===== config.mk =====
export PLATFORM = sky130hd
export DESIGN_NAME = vlc_tx_frame_ctrl
export DESIGN_NICKNAME = d
export VERILOG_FILES = /design/src/rtl/vlc_tx_pkg.sv /design/src/rtl/vlc_rr_arb2.sv /design/src/rtl/vlc_tx_frame_ctrl.sv
export SDC_FILE = /design/constraint.sdc
export NUM_CORES = 1
export LEC_CHECK = 0
export CAP_MARGIN = 5
export CORE_MARGIN = 2
export CORE_UTILIZATION = 30
export CTS_BUF_LIST = sky130_fd_sc_hd__clkbuf_4 sky130_fd_sc_hd__clkbuf_8
export DETAILED_ROUTE_END_ITERATION = 10
export DONT_BUFFER_PORTS = 1
export GPL_TIMING_DRIVEN = 0
export PLACE_DENSITY_LB_ADDON = 0.3
export RECOVER_POWER = 50
export SLEW_MARGIN = 10
export SYNTH_ARGS = -nofsm -noshare
export SYNTH_HDL_FRONTEND = slang
export SYNTH_SLANG_ARGS = --single-unit

===== constraint.sdc =====
create_clock -name clk16x -period 9.88 [get_ports clk16x]
set_clock_uncertainty 0.15 [all_clocks]
set_input_delay 1.976 -clock clk16x [delete_from_list [all_inputs] [get_ports clk16x]]
set_output_delay 1.976 -clock clk16x [all_outputs]
set_load 0.02 [all_outputs]

===== src/rtl/vlc_tx_pkg.sv =====
// Shared definitions for the VLC transmit path: FSM encoding, link timing and frame layout.
package vlc_tx_pkg;

  // Encoder half-bit length in clk16x cycles
  localparam int unsigned HALF_BIT_LEN = 40;

  // Position of the LEN byte within a transmitted frame; payload follows, checksum last
  localparam int unsigned LEN_IDX = 0;

  typedef enum logic [2:0] {
    StIdle,
    StLoad,
    StSend,
    StDrain,
    StGap,
    StFlush
  } tx_state_e;

endpackage


===== src/rtl/vlc_rr_arb2.sv =====
// Two-way round-robin arbiter. The requester that did not win last time has priority;
// after reset requester 0 has priority.
module vlc_rr_arb2 (
  input  logic       clk16x,
  input  logic       resetn,
  input  logic [1:0] req,
  input  logic       advance,
  output logic [1:0] grant
);

  logic prio_q, prio_d;

  // Grant the priority requester if it asks, else the other one
  always_comb begin
    grant = 2'b00;
    if (req[prio_q]) begin
      grant[prio_q] = 1'b1;
    end else if (req[~prio_q]) begin
      grant[~prio_q] = 1'b1;
    end
  end

  // On advance, hand priority to whichever requester did not win
  always_comb begin
    prio_d = prio_q;
    if (advance && (grant != 2'b00)) begin
      prio_d = grant[0];
    end
  end

  // Priority pointer register
  always_ff @(posedge clk16x or negedge resetn) begin
    if (!resetn) begin
      prio_q <= 1'b0;
    end else begin
      prio_q <= prio_d;
    end
  end

endmodule


===== src/rtl/vlc_tx_frame_ctrl.sv =====
// Frame scheduler in front of the Manchester encoder: picks a requester round-robin, buffers
// one payload, then feeds LEN, payload and optional XOR checksum through the encoder handshake,
// followed by a forced idle gap on the link.
module vlc_tx_frame_ctrl
  import vlc_tx_pkg::*;
#(
  parameter int unsigned MAX_LEN    = 32,
  parameter bit          CHK_EN     = 1'b1,
  parameter int unsigned GAP_CYCLES = 4 * HALF_BIT_LEN
) (
  input  logic       clk16x,
  input  logic       resetn,
  input  logic       s0_valid,
  input  logic [7:0] s0_data,
  input  logic       s0_last,
  output logic       s0_ready,
  input  logic       s1_valid,
  input  logic [7:0] s1_data,
  input  logic       s1_last,
  output logic       s1_ready,
  output logic       enc_encode,
  output logic [7:0] enc_data,
  input  logic       enc_ready,
  input  logic       enc_encoding,
  output logic       busy,
  output logic [1:0] grant,
  output logic       frame_done,
  output logic       frame_err
);

  localparam int unsigned CntW  = $clog2(MAX_LEN + 1);
  localparam int unsigned IdxW  = CntW + 1;  // holds T = cnt + 2 at most
  localparam int unsigned AddrW = (MAX_LEN > 1) ? $clog2(MAX_LEN) : 1;
  localparam int unsigned GapW  = $clog2(GAP_CYCLES + 1);

  tx_state_e        state_q, state_d;
  logic [1:0]       grant_q, grant_d;
  logic [CntW-1:0]  cnt_q, cnt_d;
  logic [7:0]       chk_q, chk_d;
  logic [IdxW-1:0]  idx_q, idx_d;
  logic [GapW-1:0]  gap_q, gap_d;
  logic             seen_q, seen_d;
  logic             enc_encode_q, enc_encode_d;
  logic [7:0]       enc_data_q, enc_data_d;
  logic             frame_done_q, frame_done_d;
  logic             frame_err_q, frame_err_d;

  logic [7:0]       buf_q [MAX_LEN];
  logic             buf_we;

  logic [1:0]       arb_req, arb_grant;
  logic             arb_adv;
  logic             sel_valid, sel_last, accepting;
  logic [7:0]       sel_data, seq_byte;
  logic [IdxW-1:0]  tot;

  // Outside IDLE the arbiter sees only the current owner, so advance rotates away from it
  assign arb_req = (state_q == StIdle) ? {s1_valid, s0_valid} : grant_q;

  vlc_rr_arb2 u_arb (
    .clk16x  (clk16x),
    .resetn  (resetn),
    .req     (arb_req),
    .advance (arb_adv),
    .grant   (arb_grant)
  );

  // Route the granted requester's stream and compute the next frame byte for pulse idx_q
  always_comb begin
    sel_valid = grant_q[1] ? s1_valid : (grant_q[0] & s0_valid);
    sel_data  = grant_q[1] ? s1_data : s0_data;
    sel_last  = grant_q[1] ? s1_last : s0_last;
    accepting = (state_q == StLoad) || (state_q == StFlush);
    tot       = IdxW'(cnt_q) + IdxW'(1) + IdxW'(CHK_EN);
    if (idx_q == IdxW'(LEN_IDX)) begin
      seq_byte = 8'(cnt_q);
    end else if (idx_q <= IdxW'(cnt_q)) begin
      seq_byte = buf_q[AddrW'(idx_q - IdxW'(1))];
    end else begin
      seq_byte = chk_q ^ 8'(cnt_q);
    end
  end

  // Frame FSM next-state and registered-output logic
  always_comb begin
    state_d      = state_q;
    grant_d      = grant_q;
    cnt_d        = cnt_q;
    chk_d        = chk_q;
    idx_d        = idx_q;
    gap_d        = gap_q;
    seen_d       = seen_q;
    enc_encode_d = enc_encode_q;
    enc_data_d   = enc_data_q;
    frame_done_d = 1'b0;
    frame_err_d  = 1'b0;
    buf_we       = 1'b0;
    arb_adv      = 1'b0;
    unique case (state_q)
      StIdle: begin
        if (arb_grant != 2'b00) begin
          grant_d = arb_grant;
          cnt_d   = '0;
          chk_d   = 8'h00;
          state_d = StLoad;
        end
      end
      StLoad: begin
        if (sel_valid) begin
          if (cnt_q == CntW'(MAX_LEN)) begin
            // Overlength: this byte is already one too many
            if (sel_last) begin
              frame_err_d = 1'b1;
              grant_d     = 2'b00;
              state_d     = StIdle;
            end else begin
              state_d = StFlush;
            end
          end else begin
            buf_we = 1'b1;
            cnt_d  = cnt_q + CntW'(1);
            chk_d  = chk_q ^ sel_data;
            if (sel_last) begin
              enc_encode_d = 1'b1;
              enc_data_d   = 8'(cnt_d);
              idx_d        = '0;
              seen_d       = 1'b0;
              state_d      = StSend;
            end
          end
        end
      end
      StFlush: begin
        if (sel_valid && sel_last) begin
          frame_err_d = 1'b1;
          grant_d     = 2'b00;
          state_d     = StIdle;
        end
      end
      StSend: begin
        if (enc_encoding) begin
          seen_d = 1'b1;
        end
        if (enc_ready) begin
          if (idx_q == tot) begin
            // Encoder asks for a byte past the end: drop encode while the last one is in flight
            enc_encode_d = 1'b0;
            state_d      = StDrain;
          end else begin
            enc_data_d = seq_byte;
            idx_d      = idx_q + IdxW'(1);
          end
        end
      end
      StDrain: begin
        if (enc_encoding) begin
          seen_d = 1'b1;
        end else if (seen_q) begin
          frame_done_d = 1'b1;
          gap_d        = '0;
          state_d      = StGap;
        end
      end
      StGap: begin
        if (gap_q == GapW'(GAP_CYCLES - 1)) begin
          arb_adv = 1'b1;
          grant_d = 2'b00;
          state_d = StIdle;
        end else begin
          gap_d = gap_q + GapW'(1);
        end
      end
      default: begin
        state_d = StIdle;
      end
    endcase
  end

  // Control state with asynchronous reset
  always_ff @(posedge clk16x or negedge resetn) begin
    if (!resetn) begin
      state_q      <= StIdle;
      grant_q      <= 2'b00;
      cnt_q        <= '0;
      chk_q        <= 8'h00;
      idx_q        <= '0;
      gap_q        <= '0;
      seen_q       <= 1'b0;
      enc_encode_q <= 1'b0;
      enc_data_q   <= 8'h00;
      frame_done_q <= 1'b0;
      frame_err_q  <= 1'b0;
    end else begin
      state_q      <= state_d;
      grant_q      <= grant_d;
      cnt_q        <= cnt_d;
      chk_q        <= chk_d;
      idx_q        <= idx_d;
      gap_q        <= gap_d;
      seen_q       <= seen_d;
      enc_encode_q <= enc_encode_d;
      enc_data_q   <= enc_data_d;
      frame_done_q <= frame_done_d;
      frame_err_q  <= frame_err_d;
    end
  end

  // Payload buffer write port, no reset needed
  always_ff @(posedge clk16x) begin
    if (buf_we) begin
      buf_q[AddrW'(cnt_q)] <= sel_data;
    end
  end

  assign s0_ready   = accepting & grant_q[0];
  assign s1_ready   = accepting & grant_q[1];
  assign busy       = (state_q != StIdle);
  assign grant      = grant_q;
  assign enc_encode = enc_encode_q;
  assign enc_data   = enc_data_q;
  assign frame_done = frame_done_q;
  assign frame_err  = frame_err_q;

endmodule


==> results of run 1 <==
## layer usage
| layer | track usage [%] | part of all wire, % | up-vias |
|---|---|---|---|
| li1 | - | - | 3473 |
| met1 | 19.3 | 43 | 4051 |
| met2 | 24.4 | 49 | 275 |
| met3 | 2.28 | 5.6 | 62 |
| met4 | 4.95 | 3.1 | 0 |
| met5 | 0 | 0 | - |
## worst reg2reg max path: cells and delay by family, from the launching register on
family | cells | cell delay (ns)
fa+ha+maj | 1 | 0.30
mux | 2 | 0.78
buf+inv | 8 | 2.71
compound gates | 3 | 0.70
flops | 1 | 0.35
## state kept, by name (all words and copies together), names as in the netlist
name / count
buf_q: 256
chk_q: 8
cnt_q: 6
enc_data: 8
enc_encode: 1
frame_done: 1
frame_err: 1
gap_q: 8
grant: 2
idx_q: 7
seen_q: 1
state_q: 3
u_arb.prio_q: 1
## per-stage QoR
step	std cells	hold WS, ns	worst slack, ns	instance area [µm²]
CTS	1542	0.337	4.62	15000
global route	1543	0.351	4.42	15000
global placement	1446	0.324	4.65	14000
floorplan	861	0.294	6.17	13200
detailed placement	1446	0.329	4.62	14000
finish	1543	0.338	4.73	15000
## cell type report
type	instances	share of cell area [%]
Tap cell	585	4.88
Antenna cell	1	0.0167
Inverter	18	0.451
Clock buffer	67	5.73
Multi-Input combinational cell	497	27.2
Buffer	43	1.57
Clock inverter	29	0.977
Sequential cell	303	59.1
## path summary, 6_finish.rpt
kind,to,slack (ns),depth (start not counted)
worst max-delay path,enc_data[5],4.73,14
worst min-delay path,chk_q[6],0.34,1
worst max register to register,enc_data[5],4.73,14
worst min register to register,chk_q[6],0.34,1
max in group asynchronous,gap_q[7],8.55,0
min in group asynchronous,frame_err,0.92,0
## layout by cell type (no fill, tap or decap), drive strengths merged, types with 7 or more instances in the layout
cell type / Yosys / layout
clkinv: 0 / 24
o21ai: 45 / 45
or3: 8 / 8
dfrtp: 47 / 47
nand3: 19 / 19
nor3: 9 / 9
edfxtp: 256 / 256
nor2b: 9 / 9
xnor2: 12 / 12
buf: 27 / 27
mux4: 62 / 62
nand4: 8 / 8
ha: 15 / 15
nand2: 76 / 76
inv: 18 / 19
mux2i: 13 / 13
clkbuf: 16 / 83
mux2: 10 / 10
xor2: 8 / 8
a21oi: 20 / 20
nor2: 84 / 84
nor3b: 7 / 7
## power by group through the flow
stage               Clock (mW)  Combinational (mW)  Sequential [mW]
floorplan                    0                1.13             1.61
global placement             0                1.71             1.64
detailed placement           0                1.71             1.64
CTS                       1.11                1.71             1.61
global route              1.18                1.83             1.62
finish                    1.09                1.71             1.61
## kinds of logic after synthesis
kind of cell,after synthesis,share of synthesized area (%)
compound gates,128,6.69
xor+xnor,20,1.38
fa+ha+maj,15,1.42
buf+inv,61,2.29
flops,303,66.9
mux,85,12.4
simple gates,249,8.94
==> summary.md, run 1 <==
| Metric | Value |
|---|---|
| Status | finished, final reports clean |
| Setup Buffers After CTS | 0 |
| Initial DRC count | 789 |
| Clock transition at the registers of the reported paths | 0.06 ns |
| Endpoints failing setup | 0 |
| Root buf cell | clkbuf_8 |
| Mean Syn Cell Area | 15.4 µm² |
| Critical path launch point type | register |
| Die width | 214 µm |
| Via density | 5.09 |
| RD Place Congestion | 0.848 |
| Overflow after GRT | 0 |
| TritonCTS buffer count | 52 |
| Number of enable flip-flop cells after synthesis | 256 |
| Clk sink count | 303 |
| Post-synth top area cell | edfxtp_1 |
| Port Buffers | 0 |
| Core area | 43,400 µm² |
| Sequence of cells on the critical path | buf_4 > buf_6 > buf_2 > buf_2 > inv_1 > ha_1 > buf_2 > buf_2 > clkbuf_1 > mux4_2 > mux2i_1 > o32ai_1 > o221ai_1 > a32oi_1 |
| Post-route ant nets | 0 |
| Worst Hold Launch | chk_q[6] |
| Initial Utilization | 30.5% |
| Sequential share of power | 36.6% |
| Mapped Area | 13,200 µm² |
| WS Path Type | register to register |
| First-pass GRT wire length | 50,300 µm |
| Final min period | 5.15 ns |
| Setup_tns | 0 ns |
| Fin crit share | 52.1% |
| Layout area overhead | 13.2% |
| Die Height | 214 µm |
| Synthesized instance count | 861 |
| GRT Total Usage | 14.6% |
| Multi-input gate area | 4080 µm² |
| Psw | 1.70 mW |
| Netlist cell types | 64 |
| Fmax | 194 MHz |
| H-Tree Depth | 2 |
| Final Max Tran Viols | 0 |
| Synth warn | 0 |
| PostCTS Resize Cnt | 0 |
| Synth area leaders | edfxtp_1 58%, mux4_2 11%, dfrtp_1 8.9% |
| HPWL reported at the end of detailed placement | 22,500 µm |
| Slowest stage delay, CP | 0.72 ns |
| DRT Wirelength | 33,800 µm |
| VDD IR-drop max | 0.106 mV |
| Worst slew pin tran | 1.31 ns |
| CTS Hold Buffers Added | 0 |
| Worst-path fanout max | 10 |
| Largest net degree at the start of global routing | 48 |
| Top delay family on crit path | buffers and inverters |
| Via count | 7,861 |
| Pint | 2.71 mW |
| Finished Core Util | 34.6% |
| Worst Hold Class | register to register |
| Top cell type's share of synthesized area | 58.0% |
| CTS tree | yes |
| Routed wire length per instance | 21.9 µm |
| Die area | 45,800 µm² |
| Overall Power | 4.41 mW |
| Critical path capture point type | register |
| Share of layout cells above drive strength 1 | 19.3% |
| Initial antenna violation count | 1 |
| Synth Register Bits | 303 |
| Synth async-reset ratio | 15.5% |
| Post-layout nets | 954 |
| Pre-antenna DRT Iters | 5 |
| Cell at the slowest stage of the critical path | clkbuf_1 |
| Count leader, synth | edfxtp_1 |
| Sequential fraction of the synthesis area | 66.9% |
| Switching portion of total power | 38.6% |
| I/O pin count | 40 |
| FP Rows | 76 |
| DRC Markers | 0 |
| Clock group share of total power | 24.7% |
| Worst EP arrival | 5.42 ns |
| Slew HR | 11.9% |
| CP startpoint | idx_q[0] |
| MaxCap Viol Count | 0 |
| Logic gate share of total power | 38.7% |
| Final hold vios | 0 |
| RSZ-0062 raised after global routing | false |
| Crit path top cell by count | buf_2 |
| Sequential cell area | 8860 µm² |
| Clock Path Buffers | 3 |
| Post-synth top flop | edfxtp_1 |
| Mapped Nets | 900 |
| Leak Pwr | 4.91 nW |
| WP buf/inv | 8 |
| Worst EP required | 10.15 ns |
| Clock Latency Late Sink | 0.60 ns |
| Power Density | 294 nW/µm² |
| Vias in the first global route | 7,772 |
| Beginning of the worst register-to-register path | idx_q[0] |
| Top post-synthesis cells by count | 256 x edfxtp_1, 84 x nor2_1, 76 x nand2_1 |
| Fillers | 4,173 |
Power figures use the tool's default switching activity.
==> run 2: changes to the inputs <==
==> constraint.sdc (replaced) <==
create_clock -name clk16x -period 4.5 [get_ports clk16x]
set_clock_uncertainty 0.15 [all_clocks]
set_input_delay 0.9 -clock clk16x [delete_from_list [all_inputs] [get_ports clk16x]]
set_output_delay 0.9 -clock clk16x [all_outputs]
set_load 0.02 [all_outputs]
==> summary.md, run 2 (synthesized netlist as in run 1, its figures left out) <==
| Metric | Value |
|---|---|
| Non-Filler Instances | 1,545 |
| Vias in the first global route | 7,790 |
| Core area | 43,400 µm² |
| Root buf cell | clkbuf_8 |
| Setup ws final | 0.248 ns |
| Final min period | 4.25 ns |
| Final hold vios | 0 |
| Initial antenna violation count | 1 |
| Overall Power | 9.75 mW |
| Post-route cell area | 15,100 µm² |
| DRT Wirelength | 34,000 µm |
| RSZ-0062 raised after global routing | false |
| Clk sink count | 303 |
| Fillers | 4,173 |
| Status | finished, violations left |
| Sequence of cells on the critical path | buf_4 > buf_6 > buf_4 > clkbuf_4 > inv_1 > ha_1 > buf_2 > buf_4 > clkbuf_4 > mux4_2 > mux2i_2 > o32ai_1 > o221ai_2 > a32oi_1 |
| Initial Utilization | 30.5% |
| Post-route ant nets | 0 |
| Clock transition at the registers of the reported paths | 0.06 ns |
| Die area | 45,800 µm² |
| Die width | 214 µm |
| Final Max Tran Viols | 48 |
| Register-to-register setup slack | 0.25 ns |
| Finished Core Util | 34.7% |
| Share of layout cells above drive strength 1 | 20.3% |
| Dpl ws | -0.760 ns |
| RD Place Congestion | 0.848 |
| Worst slew pin tran | 2.74 ns |
| Layout area overhead | 13.7% |
| Fmax | 235 MHz |
| TritonCTS buffer count | 52 |
| Slew HR | -82.4% |
| Initial DRC count | 717 |
| WS Path Type | register to register |
| Clock Latency Late Sink | 0.60 ns |
| Post-layout nets | 956 |
| DRC Markers | 0 |
| Top delay family on crit path | buffers and inverters |
| Critical path launch point type | register |
| Routed wire length per instance | 22.0 µm |
| Area post-placement | 14,000 µm² |
| Via density | 5.09 |
| Most frequent cells in the layout | 256 x edfxtp_1, 84 x nor2_1, 76 x nand2_1, 62 x mux4_2, 57 x clkbuf_8 |
| HPWL reported at the end of detailed placement | 22,500 µm |
| Worst EP required | 4.76 ns |
| GRT Total Usage | 14.6% |
| Failing checks | capacitance limit, slew limit |
| Setup Buffers After CTS | 0 |
| FP Rows | 76 |
| Cell at the slowest stage of the critical path | mux4_2 |
| Via count | 7,861 |
| H-Tree Depth | 2 |
| Largest net degree at the start of global routing | 48 |
| Die Height | 214 µm |
| CP startpoint | idx_q[0] |
| Worst-path fanout max | 10 |
| Slowest stage delay, CP | 0.37 ns |
| VDD IR-drop max | 0.234 mV |
| CTS tree | yes |
| Port Buffers | 0 |
| Beginning of the worst register-to-register path | idx_q[0] |
| Power Density | 648 nW/µm² |
| MaxCap Viol Count | 1 |
| Pre-antenna DRT Iters | 5 |
| Cell count after placement | 1,446 |
| Worst Hold Class | primary input to register |
| Commonest non-fill, non-tap cell in the layout | edfxtp_1 |
| I/O pin count | 40 |
| Clock Path Buffers | 3 |
| Largest register FFs | 256 |
| Final hold slack | 0.293 ns |
| Overflow after GRT | 0 |
| Endpoints failing setup | 0 |
| Critical path capture point type | register |
| Fin crit share | 94.5% |
| Most flops, register | buf_q |
| First-pass GRT wire length | 50,400 µm |
| Setup_tns | 0 ns |
| WP buf/inv | 8 |
| Leak Pwr | 4.94 nW |
| Worst EP arrival | 4.52 ns |
| Worst Hold Launch | enc_encoding |
| Crit path top cell by count | buf_4 |
-- run 2: where the power goes --
group	internal [mW]	total [mW]	leakage (nW)	switching (mW)
Clock	1.25	2.39	0.513	1.14
Sequential	3.32	3.54	2.92	0.219
Combinational	1.41	3.82	1.51	2.41
-- run 2: what timing repair did --
item	in CTS	in global routing
gates resized for setup	12	9
hold buffers	2	0
hold endpoints to repair	47	0
setup endpoints to repair	8	8
-- run 2: path summary, 6_finish.rpt --
path                          endpoint  depth (start not counted)
max                        enc_data[5]                         14
min                             seen_q                          1
max reg2reg                enc_data[5]                         14
min reg2reg                   chk_q[6]                          1
max in group asynchronous     chk_q[2]                          2
min in group asynchronous   enc_encode                          2
-- run 2: layout make-up --
cell class	instances	area (µm²)	area share, %
clock buffer	67	860	5.71
buffer	43	255	1.70
tap	585	732	4.86
clock inverter	29	146	0.972
antenna	1	2.50	0.0166
inverter	18	67.6	0.449
multi-input combinational	497	4110	27.3
timing repair buffer	2	13.8	0.0914
sequential	303	8860	58.9
-- run 2: per-layer routing --
metal  up-vias  track usage [%]  part of all wire, %
li1       3481                -                    -
met1      4063             19.3                   43
met2       261             24.5                   49
met3        56             2.27                  4.9
met4         0             4.95                  2.8
met5         -                0                    0
